File: src/rtl/fifo_arb_pkg.sv
// Shared definitions for the FIFO write-port arbiter.
//   state_e       : arbiter FSM states (IDLE, BUSY)
//   NREQ_DEF      : default number of requesters
//   DATASIZE_DEF  : default word width (matches the FIFO DATASIZE)
//   MAX_BURST_DEF : default maximum words per grant
//   WRCNT_W       : width of the total-words-written counter
package fifo_arb_pkg;

  typedef enum logic {
    IDLE = 1'b0,
    BUSY = 1'b1
  } state_e;

  localparam int unsigned NREQ_DEF      = 4;
  localparam int unsigned DATASIZE_DEF  = 8;
  localparam int unsigned MAX_BURST_DEF = 4;
  localparam int unsigned WRCNT_W       = 16;

endpackage

File: src/rtl/rr_picker.sv
// Combinational round-robin search.
//   req : request vector, one bit per requester
//   ptr : index where the search starts (highest priority)
//   any : at least one request is set
//   idx : first set request found at ptr, ptr+1, ... modulo NREQ
module rr_picker #(
  parameter int unsigned NREQ = 4,
  parameter int unsigned IW   = (NREQ > 1) ? $clog2(NREQ) : 1
) (
  input  logic [NREQ-1:0] req,
  input  logic [IW-1:0]   ptr,
  output logic            any,
  output logic [IW-1:0]   idx
);

  int unsigned cand;
  logic        found;

  always_comb begin
    any   = |req;
    idx   = '0;
    found = 1'b0;
    cand  = 0;
    for (int unsigned i = 0; i < NREQ; i++) begin
      cand = (32'(ptr) + i) % NREQ;
      if (!found && req[IW'(cand)]) begin
        idx   = IW'(cand);
        found = 1'b1;
      end
    end
  end

endmodule

File: src/rtl/fifo_wr_arbiter.sv
// Round-robin arbiter sharing one FIFO write port among NREQ requesters.
// A grant lasts up to MAX_BURST words; wfull_i stalls a burst, a dropped
// valid ends it. One IDLE cycle always separates consecutive grants.
//   wclk_i, wrst_n_i : write clock, async active-low reset
//   req_valid_i      : per-requester word valid
//   req_data_i       : per-requester word, requester k at [k*DATASIZE +: DATASIZE]
//   req_ready_o      : per-requester accept strobe
//   gnt_o            : one-hot grant, zero when idle
//   wfull_i          : FIFO full
//   winc_o, wdata_o  : FIFO write enable / data
//   busy_o           : high in BUSY
//   wr_cnt_o         : words written since reset (wraps)
module fifo_wr_arbiter
  import fifo_arb_pkg::*;
#(
  parameter int unsigned NREQ      = NREQ_DEF,
  parameter int unsigned DATASIZE  = DATASIZE_DEF,
  parameter int unsigned MAX_BURST = MAX_BURST_DEF
) (
  input  logic                     wclk_i,
  input  logic                     wrst_n_i,
  input  logic [NREQ-1:0]          req_valid_i,
  input  logic [NREQ*DATASIZE-1:0] req_data_i,
  output logic [NREQ-1:0]          req_ready_o,
  output logic [NREQ-1:0]          gnt_o,
  input  logic                     wfull_i,
  output logic                     winc_o,
  output logic [DATASIZE-1:0]      wdata_o,
  output logic                     busy_o,
  output logic [WRCNT_W-1:0]       wr_cnt_o
);

  localparam int unsigned IW = (NREQ > 1) ? $clog2(NREQ) : 1;
  localparam int unsigned BW = $clog2(MAX_BURST + 1);

  state_e               state_q;
  logic [IW-1:0]        g_q;
  logic [IW-1:0]        rr_ptr_q;
  logic [IW-1:0]        rr_ptr_d;
  logic [BW-1:0]        bcnt_q;
  logic [BW-1:0]        bcnt_d;
  logic [WRCNT_W-1:0]   wr_cnt_q;

  logic                 pick_any;
  logic [IW-1:0]        pick_idx;
  logic                 busy;
  logic                 xfer;
  logic                 last_word;
  logic [DATASIZE-1:0]  data_a [NREQ];

  rr_picker #(
    .NREQ (NREQ),
    .IW   (IW)
  ) u_pick (
    .req (req_valid_i),
    .ptr (rr_ptr_q),
    .any (pick_any),
    .idx (pick_idx)
  );

  assign busy      = (state_q == BUSY);
  assign xfer      = busy && req_valid_i[g_q] && !wfull_i;
  assign bcnt_d    = bcnt_q + 1'b1;
  assign last_word = (bcnt_d == BW'(MAX_BURST));
  assign rr_ptr_d  = (g_q == IW'(NREQ - 1)) ? '0 : g_q + 1'b1;

  always_ff @(posedge wclk_i or negedge wrst_n_i) begin
    if (!wrst_n_i) begin
      state_q  <= IDLE;
      g_q      <= '0;
      bcnt_q   <= '0;
      rr_ptr_q <= '0;
      wr_cnt_q <= '0;
    end else begin
      case (state_q)
        IDLE: begin
          if (pick_any) begin
            g_q     <= pick_idx;
            bcnt_q  <= '0;
            state_q <= BUSY;
          end
        end
        BUSY: begin
          // A dropped valid ends the burst even while the FIFO is full.
          if (!req_valid_i[g_q]) begin
            state_q  <= IDLE;
            rr_ptr_q <= rr_ptr_d;
          end else if (!wfull_i) begin
            bcnt_q   <= bcnt_d;
            wr_cnt_q <= wr_cnt_q + 1'b1;
            if (last_word) begin
              state_q  <= IDLE;
              rr_ptr_q <= rr_ptr_d;
            end
          end
        end
      endcase
    end
  end

  always_comb begin
    for (int unsigned k = 0; k < NREQ; k++) begin
      data_a[k] = req_data_i[k*DATASIZE +: DATASIZE];
    end
  end

  // Outputs decode from state only (ready ignores valid), so the async
  // reset forcing IDLE clears them immediately.
  always_comb begin
    gnt_o       = '0;
    req_ready_o = '0;
    wdata_o     = '0;
    if (busy) begin
      gnt_o[g_q]       = 1'b1;
      req_ready_o[g_q] = !wfull_i;
      wdata_o          = data_a[g_q];
    end
  end

  assign winc_o   = xfer;
  assign busy_o   = busy;
  assign wr_cnt_o = wr_cnt_q;

endmodule

File: config.mk
export PLATFORM = sky130hd
export DESIGN_NAME = fifo_wr_arbiter
export DESIGN_NICKNAME = d
export VERILOG_FILES = /design/src/rtl/fifo_arb_pkg.sv /design/src/rtl/rr_picker.sv /design/src/rtl/fifo_wr_arbiter.sv
export SDC_FILE = /design/constraint.sdc
export NUM_CORES = 1
export LEC_CHECK = 0
export CAP_MARGIN = 5
export CORE_ASPECT_RATIO = 0.5
export CORE_MARGIN = 4
export CORE_UTILIZATION = 25
export CTS_BUF_LIST = sky130_fd_sc_hd__clkbuf_16
export DETAILED_ROUTE_END_ITERATION = 10
export MAX_ROUTING_LAYER = met4
export PLACE_DENSITY = 0.6
export RECOVER_POWER = 50
export SYNTH_ARGS = -nofsm -noshare
export SYNTH_HDL_FRONTEND = slang
export SYNTH_HIERARCHICAL = 1
export SYNTH_SLANG_ARGS = --single-unit
File: constraint.sdc
create_clock -name wclk_i -period 2 [get_ports wclk_i]
set_input_delay 0.6 -clock wclk_i [delete_from_list [all_inputs] [get_ports wclk_i]]
set_output_delay 0.6 -clock wclk_i [all_outputs]
set_load 0.02 [all_outputs]
==> impl_table.tex <==
\begin{tabular}{lr}
\hline
Metric & Value \\
\hline
\multicolumn{2}{l}{\textbf{Status}} \\
\quad Result of the run & finished with violations \\
\quad Violated checks & negative setup slack \\
\multicolumn{2}{l}{\textbf{Setup path}} \\
\quad Category of cells accounting for the largest share of critical-path delay & multiplexers \\
\quad Critical-path cell list & buf\_12 > mux4\_2 > and2\_4 > buf\_6 \\
\quad Cell with the largest stage delay on the worst path & sky130\_fd\_sc\_hd\_\_mux4\_2 \\
\quad Required @ worst endpoint & 1400 ps \\
\quad Crit path launch type & flip-flop \\
\quad Largest fanout on the critical path & 10 \\
\quad Longest individual stage delay on the worst path & 510 ps \\
\quad Category of the most critical setup path & reg2out \\
\quad WP buf/inv & 2 \\
\quad Data arrival time of the critical path & 1580 ps \\
\quad Worst setup EP type & primary output \\
\multicolumn{2}{l}{\textbf{Timing}} \\
\quad Transition time at the pin with the least slew margin & 592 ps \\
\quad Final min period & 2180 ps \\
\quad Final count of pins violating max slew & 0 \\
\quad Setup WS post-layout & -184 ps \\
\quad Final worst path period share & 109\% \\
\quad Final number of setup-violating endpoints & 16 \\
\quad Clk\_skew & 3.01 ps \\
\quad Rel. slew slack & 60.5\% \\
\quad Final Hold Viols & 0 \\
\quad Achievable Freq & 458 MHz \\
\quad Setup repair after global routing missed its margin & yes \\
\multicolumn{2}{l}{\textbf{Clock network}} \\
\quad Number of hold buffers added after cts & 0 \\
\quad CTS Root Cell & sky130\_fd\_sc\_hd\_\_clkbuf\_16 \\
\quad Maximum clock insertion buffer count & 2 \\
\quad Deepest level of the CTS H-tree & 1 \\
\quad Clock transition at the register clock pins on the worst setup and hold paths after CTS & 60 ps \\
\quad Number of buffers inserted during clock tree synthesis & 3 \\
\quad Clock insertion delay at the later pin of the skew report & 260 ps \\
\quad TritonCTS clock tree & built \\
\quad Number of sinks handled by clock tree synthesis & 24 \\
\multicolumn{2}{l}{\textbf{Pwr}} \\
\quad PD cells & 1210 nW/um\^{}2 \\
\quad Pleak & 0.00128 uW \\
\quad Max rail drop VDD & 0.368 mV \\
\multicolumn{2}{l}{\textbf{Synth}} \\
\quad Synthesis warning total & 6 \\
\quad Async set or reset register ratio after synthesis & 100\% \\
\quad Share of the synthesized area in the top cell type & 39.0\% \\
\quad Cell count after synthesis & 145 \\
\quad Sequential-to-total area share from yosys stat & 39.0\% \\
\quad Post-synth EDFFs & 0 \\
\quad Netlist area before placement & 1540 sq um \\
\quad Post-synthesis average cell area & 10.6 sq um \\
\quad Synthesis-stage register bit count & 24 \\
\quad Post-synth top flop & sky130\_fd\_sc\_hd\_\_dfrtp\_1 \\
\quad Post-synth net total & 191 \\
\quad Leading area contributor after synthesis & sky130\_fd\_sc\_hd\_\_dfrtp\_1 \\
\quad Most used standard cells in the synthesized netlist & sky130\_fd\_sc\_hd\_\_dfrtp\_1 (24), sky130\_fd\_sc\_hd\_\_and2\_1 (15), sky130\_fd\_sc\_hd\_\_nand2\_1 (11) \\
\quad Unique masters post-synth & 29 \\
\quad Largest cells by area after synthesis & sky130\_fd\_sc\_hd\_\_dfrtp\_1 (39\%), sky130\_fd\_sc\_hd\_\_mux4\_2 (13\%), sky130\_fd\_sc\_hd\_\_and2\_1 (6.1\%) \\
\quad Most repeated cell in the gate-level netlist after synthesis & sky130\_fd\_sc\_hd\_\_dfrtp\_1 \\
\multicolumn{2}{l}{\textbf{GRT}} \\
\quad First-pass GRT wire length & 7660 um \\
\quad Total GRT Usage & 12.6\% \\
\quad Antenna violations before repair & 0 \\
\quad Vias in the first global route & 1462 \\
\quad Sum of overflow across all layers after global routing & 0 \\
\quad Maximum number of pins on one net before global-route repair & 25 \\
\multicolumn{2}{l}{\textbf{Route}} \\
\quad Routed vias & 1433 \\
\quad Number of DRC markers after the initial detailed-route iteration & 86 \\
\quad Wire length reported by the detailed router & 4500 um \\
\quad Post-route antenna net violation count & 0 \\
\quad Avg Vias per Cell & 4.42 \\
\quad Pre-antenna DRT Iters & 4 \\
\quad DRC violations left & 0 \\
\quad Routed WL per cell & 13.9 um \\
\multicolumn{2}{l}{\textbf{Floorplan}} \\
\quad Rows & 19 \\
\quad Overall die area & 7560 sq um \\
\quad Effective utilization at floorplan & 26.9\% \\
\quad Die width & 119 um \\
\quad Die Ht & 63.5 um \\
\quad Core Region & 5730 sq um \\
\quad I/O pin total & 73 \\
\multicolumn{2}{l}{\textbf{Place}} \\
\quad Final HPWL from detailed placement & 3570 um \\
\quad Placer congestion estimate & 0.738 \\
\quad PortBufs & 72 \\
\quad Placement-stage cell area & 2540 sq um \\
\quad Worst slack after detailed placement & -823 ps \\
\multicolumn{2}{l}{\textbf{Layout}} \\
\quad Fraction of final layout cells sized beyond drive strength 1 & 33.3\% \\
\quad Area growth from synthesis to final layout & 70.8\% \\
\quad Total inserted antenna cells & 0 \\
\quad Finished layout cell area & 2630 sq um \\
\quad Final \#Nets & 288 \\
\multicolumn{2}{l}{\textbf{Flow run}} \\
\quad Maximum Capacitance Violations & 0 \\
\multicolumn{2}{l}{\textbf{Min path}} \\
\quad Worst min-delay path class & reg2reg \\
\hline
\end{tabular}
==> final timing paths <==
kind / from / endpoint / slack [ps] / cells past startpoint
setup / recovery: g_q[0] / wdata_o[1] / -180 / 4
hold / removal: wr_cnt_o[15] / wr_cnt_o[15] / 470 / 1
setup reg to reg: g_q[0] / rr_ptr_q[0] / 60 / 6
hold reg to reg: wr_cnt_o[15] / wr_cnt_o[15] / 470 / 1
max in group asynchronous: wrst_n_i / g_q[0] / 700 / 2
min in group asynchronous: wrst_n_i / wr_cnt_o[14] / 880 / 2
==> metrics by stage <==
step	utilization, %	power, uW	hold WS, ps	instances	setup TNS [ps]
finish	45.9	3190	474	324	-1940
global route	45.9	3410	512	324	-2770
CTS	46.0	3220	481	324	-1950
detailed placement	44.3	2630	469	319	-13890
global placement	44.3	2600	459	319	-13330
floorplan	-	1720	304	145	0
==> cells by family (layout without fill, tap and decap cells) <==
kind of cell	Yosys count	after routing	synth area share, %
AND/OR/NAND/NOR	57	57	21.3
flip-flops	24	24	39.0
buffers and inverters	16	111	4.47
XOR/XNOR	15	15	8.53
AO/OA/AOI/OAI	13	13	4.96
multiplexers	13	13	16.1
adder cells (fa/ha/maj)	7	7	5.69
==> flip-flops by register name (all words and copies together), names as in the netlist <==
register and count:
rr_ptr_q 2, busy_o 1, bcnt_q 3, g_q 2, wr_cnt_o 16
==> layer usage <==
metal | wire length (um) | up-vias | GRT usage, % | part of all wire (%)
met3 | 225 | 5 | 2.86 | 5.0
met2 | 2180 | 41 | 21.7 | 48
met4 | 24 | 0 | 1.73 | 0.53
li1 | - | 696 | - | -
met1 | 2080 | 691 | 15.5 | 46
met5 | 0 | - | - | 0
==> where the power goes <==
group          internal, uW  switching (uW)
Combinational          1130             872
Clock                   264             160
Sequential              612             155
==> cell usage in the layout, fill, tap and decap left out, types with 2 or more instances in the layout <==
master,instances
sky130_fd_sc_hd__clkbuf_2,2
sky130_fd_sc_hd__buf_4,23
sky130_fd_sc_hd__o21ai_0,4
sky130_fd_sc_hd__nand2_1,11
sky130_fd_sc_hd__dfrtp_2,2
sky130_fd_sc_hd__clkdlybuf4s15_1,4
sky130_fd_sc_hd__buf_12,2
sky130_fd_sc_hd__xor2_1,9
sky130_fd_sc_hd__and4_1,2
sky130_fd_sc_hd__xnor2_1,6
sky130_fd_sc_hd__nor3_1,5
sky130_fd_sc_hd__mux4_2,9
sky130_fd_sc_hd__dlygate4sd2_1,34
sky130_fd_sc_hd__and2_4,12
sky130_fd_sc_hd__mux2_2,4
sky130_fd_sc_hd__buf_6,13
sky130_fd_sc_hd__nor2_1,5
sky130_fd_sc_hd__nor2b_2,3
sky130_fd_sc_hd__nand4_1,3
sky130_fd_sc_hd__inv_1,10
sky130_fd_sc_hd__clkdlybuf4s50_1,16
sky130_fd_sc_hd__clkbuf_16,3
sky130_fd_sc_hd__and2_1,3
sky130_fd_sc_hd__inv_2,2
sky130_fd_sc_hd__ha_1,6
sky130_fd_sc_hd__nand3_1,8
sky130_fd_sc_hd__a21oi_1,6
sky130_fd_sc_hd__dfrtp_1,22
==> layout make-up <==
type / instances / area, sq um
Multi-Input combinational cell: 105 / 922
Tap cell: 84 / 105
Sequential cell: 24 / 603
Clock buffer: 3 / 75.1
Timing Repair Buffer: 96 / 881
Inverter: 12 / 45.0
Fill cell: 554 / 3100
==> timing repair <==
item,in CTS,in global routing
setup endpoints to repair,20,18
buffers inserted,2,0
pin swaps,10,1
gates resized for setup,155,2
Note: power is estimated with default switching activity, not from simulation.
